==> config.mk <==
export PLATFORM = sky130hd
export DESIGN_NAME = seq_pattern_tx
export DESIGN_NICKNAME = d
export VERILOG_FILES = /design/src/rtl/seq_pattern_tx.sv
export SDC_FILE = /design/constraint.sdc
export NUM_CORES = 1
export LEC_CHECK = 0
export BUFFER_PORTS_ARGS = -buffer_cell sky130_fd_sc_hd__buf_2
export CORE_UTILIZATION = 56
export DETAILED_ROUTE_END_ITERATION = 6
export PLACE_DENSITY = 0.75
export SETUP_SLACK_MARGIN = 0.15
export SLEW_MARGIN = 0
export SYNTH_ARGS = -nofsm -noshare
export SYNTH_HDL_FRONTEND = slang
export SYNTH_SLANG_ARGS = --single-unit
==> constraint.sdc <==
create_clock -name clk -period 2.4 [get_ports clk]
set_input_delay 0.36 -clock clk [delete_from_list [all_inputs] [get_ports clk]]
set_output_delay 0.36 -clock clk [all_outputs]
set_load 0.05 [all_outputs]
==> src/rtl/seq_pattern_tx.sv <==
// rtl/seq_pattern_tx.sv - serial bit-pattern transmitter, MSB-first with repeat count and idle gaps
module seq_pattern_tx #(
    parameter int PAT_W = 4,
    parameter int CNT_W = 4
) (
    input  logic             clk,
    input  logic             rst,
    input  logic             start,
    input  logic [PAT_W-1:0] pattern,
    input  logic [CNT_W-1:0] reps,
    input  logic [CNT_W-1:0] gap,
    output logic             out,
    output logic             valid,
    output logic             frame,
    output logic             busy,
    output logic             done
);

    localparam int IDX_W = (PAT_W > 1) ? $clog2(PAT_W) : 1;
    localparam logic [IDX_W-1:0] IDX_TOP = IDX_W'(PAT_W - 1);

    typedef enum logic [1:0] {
        IDLE = 2'd0,
        SEND = 2'd1,
        GAP  = 2'd2,
        DONE = 2'd3
    } state_t;

    state_t           state, state_n;
    logic [PAT_W-1:0] shift_q, shift_n;
    logic [PAT_W-1:0] pat_q, pat_n;
    logic [IDX_W-1:0] idx_q, idx_n;
    logic [CNT_W-1:0] rep_q, rep_n;
    logic [CNT_W-1:0] gap_q, gap_n;
    logic [CNT_W-1:0] gcnt_q, gcnt_n;
    logic             out_n, valid_n, frame_n, busy_n, done_n;

    always_ff @(posedge clk or negedge rst) begin
        if (!rst) begin
            state   <= IDLE;
            shift_q <= '0;
            pat_q   <= '0;
            idx_q   <= '0;
            rep_q   <= '0;
            gap_q   <= '0;
            gcnt_q  <= '0;
            out     <= 1'b0;
            valid   <= 1'b0;
            frame   <= 1'b0;
            busy    <= 1'b0;
            done    <= 1'b0;
        end else begin
            state   <= state_n;
            shift_q <= shift_n;
            pat_q   <= pat_n;
            idx_q   <= idx_n;
            rep_q   <= rep_n;
            gap_q   <= gap_n;
            gcnt_q  <= gcnt_n;
            out     <= out_n;
            valid   <= valid_n;
            frame   <= frame_n;
            busy    <= busy_n;
            done    <= done_n;
        end
    end

    always_comb begin
        state_n = state;
        shift_n = shift_q;
        pat_n   = pat_q;
        idx_n   = idx_q;
        rep_n   = rep_q;
        gap_n   = gap_q;
        gcnt_n  = gcnt_q;
        case (state)
            IDLE: begin
                if (start) begin
                    pat_n   = pattern;
                    gap_n   = gap;
                    rep_n   = reps;
                    shift_n = pattern;
                    idx_n   = IDX_TOP;
                    state_n = (reps == '0) ? DONE : SEND;
                end
            end
            SEND: begin
                if (idx_q == '0) begin
                    // rep_q counts the repetition now finishing, so 1 means last
                    rep_n = rep_q - CNT_W'(1);
                    if (rep_q == CNT_W'(1)) begin
                        state_n = DONE;
                    end else if (gap_q == '0) begin
                        shift_n = pat_q;
                        idx_n   = IDX_TOP;
                    end else begin
                        state_n = GAP;
                        gcnt_n  = gap_q;
                    end
                end else begin
                    shift_n = shift_q << 1;
                    idx_n   = idx_q - IDX_W'(1);
                end
            end
            GAP: begin
                if (gcnt_q == CNT_W'(1)) begin
                    state_n = SEND;
                    shift_n = pat_q;
                    idx_n   = IDX_TOP;
                    gcnt_n  = '0;
                end else begin
                    gcnt_n = gcnt_q - CNT_W'(1);
                end
            end
            DONE: begin
                state_n = IDLE;
            end
            default: begin
                state_n = IDLE;
            end
        endcase
    end

    // Outputs are decoded from the next state so they leave the flops aligned with the state.
    always_comb begin
        out_n   = 1'b0;
        valid_n = 1'b0;
        frame_n = 1'b0;
        busy_n  = 1'b0;
        done_n  = 1'b0;
        case (state_n)
            SEND: begin
                out_n   = shift_n[PAT_W-1];
                valid_n = 1'b1;
                frame_n = (idx_n == IDX_TOP);
                busy_n  = 1'b1;
            end
            GAP:     busy_n = 1'b1;
            DONE:    done_n = 1'b1;
            default: ;
        endcase
    end

endmodule

Word level (Yosys, flattened, before mapping)
Index checks and enable logic that the tools add are counted.
- output and inout bits: 5
- logic and storage cells: 76
- input bits: 15
- bits in registers: 29
- mux-type cells: 32
- reduce and logical (&&, ||, !) cells: 12
- equal/unequal tests: 16
- $add $sub $neg: 3
- operator list (cell ; number):
    $mux 4 ; 11
    $mux 2 ; 11
    $pmux 4 s2 ; 2
    $pmux 4 s3 ; 1
    $eq 2x2->1 const B ; 5
    $ne 2x2->1 const B ; 5
    $eq 4x1->1 const B ; 2
    $logic_not 4->1 ; 2
    $pmux 2 s4 ; 1
    $sub 4x1->4 const B ; 2
    $ne 3x3->1 const B ; 2
    $pmux 2 s3 ; 1
    $mux 1 ; 5
    $reduce_and 5->1 ; 1
    $eq 2x1->1 const B ; 2
    $logic_not 2->1 ; 2
    $reduce_and 4->1 ; 1
    $reduce_bool 2->1 ; 2
    $reduce_and 3->1 ; 1
    $reduce_bool 3->1 ; 1
    $reduce_and 2->1 ; 1
    $reduce_or 2->1 ; 1
    $sub 2x1->2 const B ; 1

Depth between registers and ports, before layout
- word-level depth: 8
- gate-level depth with buffers: 8

Worst setup path after synthesis
OpenSTA, ideal clock, no wires.
- kind: flip-flop to flip-flop
- start: register gcnt_q[1]
- end: register out
- setup time: 0.082 ns
- required time: 2.318 ns
- period minus slack after synthesis: 1.837 ns
- data arrival time: 1.755 ns
- path slack: 0.563 ns
- cell stages (with the launch flop): 9
- cell sequence: dfrtp_1 -> inv_1 -> ha_1 -> or3b_4 -> nor2b_1 -> a221oi_1 -> ha_1 -> inv_1 -> a31oi_1
- cells in the longest elaborated chain, start to end: 5
- elaborated cells between the ends (all ways): 7
- RTL lines (what ; line ; source):
    start: declaration ; 35 ; logic [CNT_W-1:0] gcnt_q, gcnt_n;
    start signal: assignment ; 59 ; gcnt_q <= gcnt_n;
    $eq 4x1->1 * ; 106 ; if (gcnt_q == CNT_W'(1)) begin
    $mux 2 ; 106 ;
    $pmux 2 s4 ; 76 ; case (state)
    $eq 2x1->1 ; 131 ; case (state_n)
    $mux 1 * ; 131 ;
    via out_n ; 36 ; logic out_n, valid_n, frame_n, busy_n, done_n;
    end signal: assignment ; 60 ; out <= out_n;
    end: declaration ; 12 ; output logic out,
The timed path passes the listed nets; every way through them passes the cells marked *. The select of a mux whose other input is x is not followed.
A chain may end at the register's enable or synchronous reset.

Worst setup path in the final report
Same ends and word-level chain as after synthesis.

==> results.md <==
- DRC viols: 0
- Final TNS setup: 0 ns
- Area of the multi-input gates: 716 sq um
- Post-CTS Hold Fix Bufs: 0
- Ant diodes: 0
- Final worst-path cycle share: 86.2%
- Sw power: 0.00106 W
- CTS sink cnt: 29
- I/O Buffers: 19
- Area contributors post-synth: dfrtp_1 (48%), mux2_2 (6.0%), ha_1 (5.0%)
- PD cells: 1450 mW/mm^2
- Status: finished, final reports clean
- Number of synthesized flops with an enable pin: 0
- Vias per Instance: 5.94
- Io pins: 20
- Clk pwr share: 13.9%
- Ys Warns: 0
- Drt wl/cell: 15.6 um
- Die Width: 53.7 um
- Dpl hpwl: 2290 um
- Row cnt: 18
- Async SR Flop Fraction: 100%
- H-tree depth reported by CTS: 2
- Nets: 184
- Reg power frac: 38.9%
- Synth unique cells: 40
- FILL cells: 208
- Min Tclk post-route: 2.07 ns
- Syn nets: 161
- Layout cells sized above 1: 26.8%
- Sequential element share of the synthesized area: 48.5%
- Root buffer cell: clkbuf_4
- Global route total overflow: 0
- Post-Syn Area: 0.00150 sq mm
- Worst Hold Class: input pin to async pin
- Largest net degree at the start of global routing: 30
- Clock Skew: 0.00311 ns
- DR vias: 1152
- Drt total wl: 3020 um
- Predominant post-synthesis flop cell: dfrtp_1
- Max Clk Rate: 483 MHz
- Clk buf depth: 2
- Crit-path leading delay family: simple AND/OR/NAND/NOR gates
- Inserted Clock Buffers: 5
- CP Capture Type: register
- Fin. Hold Viols: 0
- WP depth: 8
- Crit path largest cell delay: 0.40 ns
- R2R cell count: 8
- Syn_area_per_cell: 10.7 sq um
- Setup CP Type: register to register
- First-pass GRT wire length: 5040 um
- Resize count post-CTS: 0
- Final Util: 67.6%
- CP arrival: 2.32 ns
- Core area: 0.00250 sq mm
- Comb power frac: 47.2%
- Post-synth top area cell: dfrtp_1
- Flip-flop and latch area: 726 sq um
- Drt pass-1 iters: 4
- CP max-delay cell: dfrtp_1
- GPL Wtd Cong: 0.878
- Post-synth top cells: dfrtp_1 (29), o21ai_0 (14), nor2_1 (13)
- Critical-path cell list: inv_1, ha_1, or3b_4, nor2b_1, a221oi_1, ha_1, inv_1, a31oi_1
- FF+latch count, synth: 29
- Cells after Synth: 140
- All-Layer GR Usage: 25.9%
- Starting density of the core: 59.9%
- Final setup vio count: 0
- Leak: 0.777 nW
- Setup bufs post-CTS: 0
- Antenna-violating nets left: 0
- Crit path launch type: register
- Worst Path Max Fanout: 5
- Maximum vdd drop: 936 uV
- Fin. max-slew vios: 0
- Synth top area share: 48.5%
- Buf/Inv on CP: 2
- Most common cell in the netlist: dfrtp_1
- Area growth, synth to finish: 12.8%
- Drt first-iter violations: 10
- Worst Tran Pin Value: 0.613 ns
- Skew-Pair Late Insertion Delay: 0.33 ns
- RSZ-0062 raised after global routing: false
- Die ar.: 0.00289 sq mm
- Switching Fraction: 43.5%
- Slew margin rel.: 59.1%
- Vias in the first global route: 1170
- CP Data Required Time: 2.66 ns
- Die H: 53.7 um
- TritonCTS clock tree: done
- Max Cap Viol: 0
- CTS clk-pin slew, worst paths: 0.09 ns
- Initial antenna violation count: 0
- Int Pwr: 0.00138 W
-- cell usage in the layout (no fill, tap or decap), types with 4 or more instances in the layout --
cell,Yosys,layout
mux2_2,8,8
nor2_1,13,13
nand2_1,6,6
inv_1,10,10
buf_2,3,19
a21oi_1,4,4
o21ai_0,14,14
ha_1,6,6
dfrtp_1,29,29
clkbuf_4,0,5
-- layout make-up --
class	count	area share, %
Sequential cell	29	43.0
Multi-Input combinational cell	97	42.4
Timing Repair Buffer	20	6.07
Clock buffer	7	3.85
Inverter	10	2.22
Tap cell	30	2.22
Clock inverter	1	0.296
-- sequential cells by signal, indices dropped and copies added, names as in the netlist --
signal and cells:
valid 1, done 1, out 1, state 2
gcnt_q 4, pat_q 4, busy 1, frame 1
idx_q 2, shift_q 4, rep_q 4, gap_q 4
-- power by group through the flow --
stage	Clock [W]	Combinational [W]	Sequential, W
global placement	0	0.00111	0.000950
global route	0.000366	0.00129	0.000993
CTS	0.000346	0.00116	0.000951
floorplan	0	0.000805	0.00103
detailed placement	0	0.00116	0.000957
finish	0.000340	0.00115	0.000950
-- worst register-to-register path, delay by kind of cell (launching register included) --
kind / cells / cell delay (ns)
and+or+nand+nor: 2 / 0.57
AOI/OAI and AO/OA: 2 / 0.45
adders and majority gates: 2 / 0.44
DFF: 1 / 0.40
buffers and inverters: 2 / 0.14
-- routing by layer --
| metal | vias up | wire, um | GRT usage [%] |
|---|---|---|---|
| met5 | - | 0 | 0 |
| li1 | 563 | - | - |
| met2 | 25 | 1540 | 44.0 |
| met1 | 556 | 1300 | 28.9 |
| met3 | 8 | 124 | 5.93 |
| met4 | 0 | 58 | 16.2 |
-- through the flow --
stage               hold slack, ns  std cells  cell area (sq um)  power (W)  setup WS, ns
floorplan                   0.0644        140               1500    0.00183         0.563
global placement             0.405        186               1620    0.00206         0.459
detailed placement           0.413        186               1620    0.00212         0.370
CTS                         0.0511        194               1690    0.00246         0.346
global route                0.0915        194               1690    0.00265         0.221
finish                      0.0288        194               1690    0.00244         0.331
-- kinds of logic after synthesis --
kind of cell               share of synthesized area [%]
adders and majority gates                           5.01
and+or+nand+nor                                     15.9
muxes                                               6.02
AOI/OAI and AO/OA                                   20.9
DFF                                                 48.5
buffers and inverters                               3.76
-- worst paths after layout --
kind | from | end | slack (ns)
worst max-delay path | gcnt_q[1] | out | 0.33
worst min-delay path | rst | busy | 0.03
worst max register to register | gcnt_q[1] | out | 0.33
worst min register to register | shift_q[3] | shift_q[3] | 0.51
max in group asynchronous | rst | rep_q[1] | 1.97
min in group clk | gap[0] | gap_q[0] | 0.26
Power figures use the tool's default switching activity.
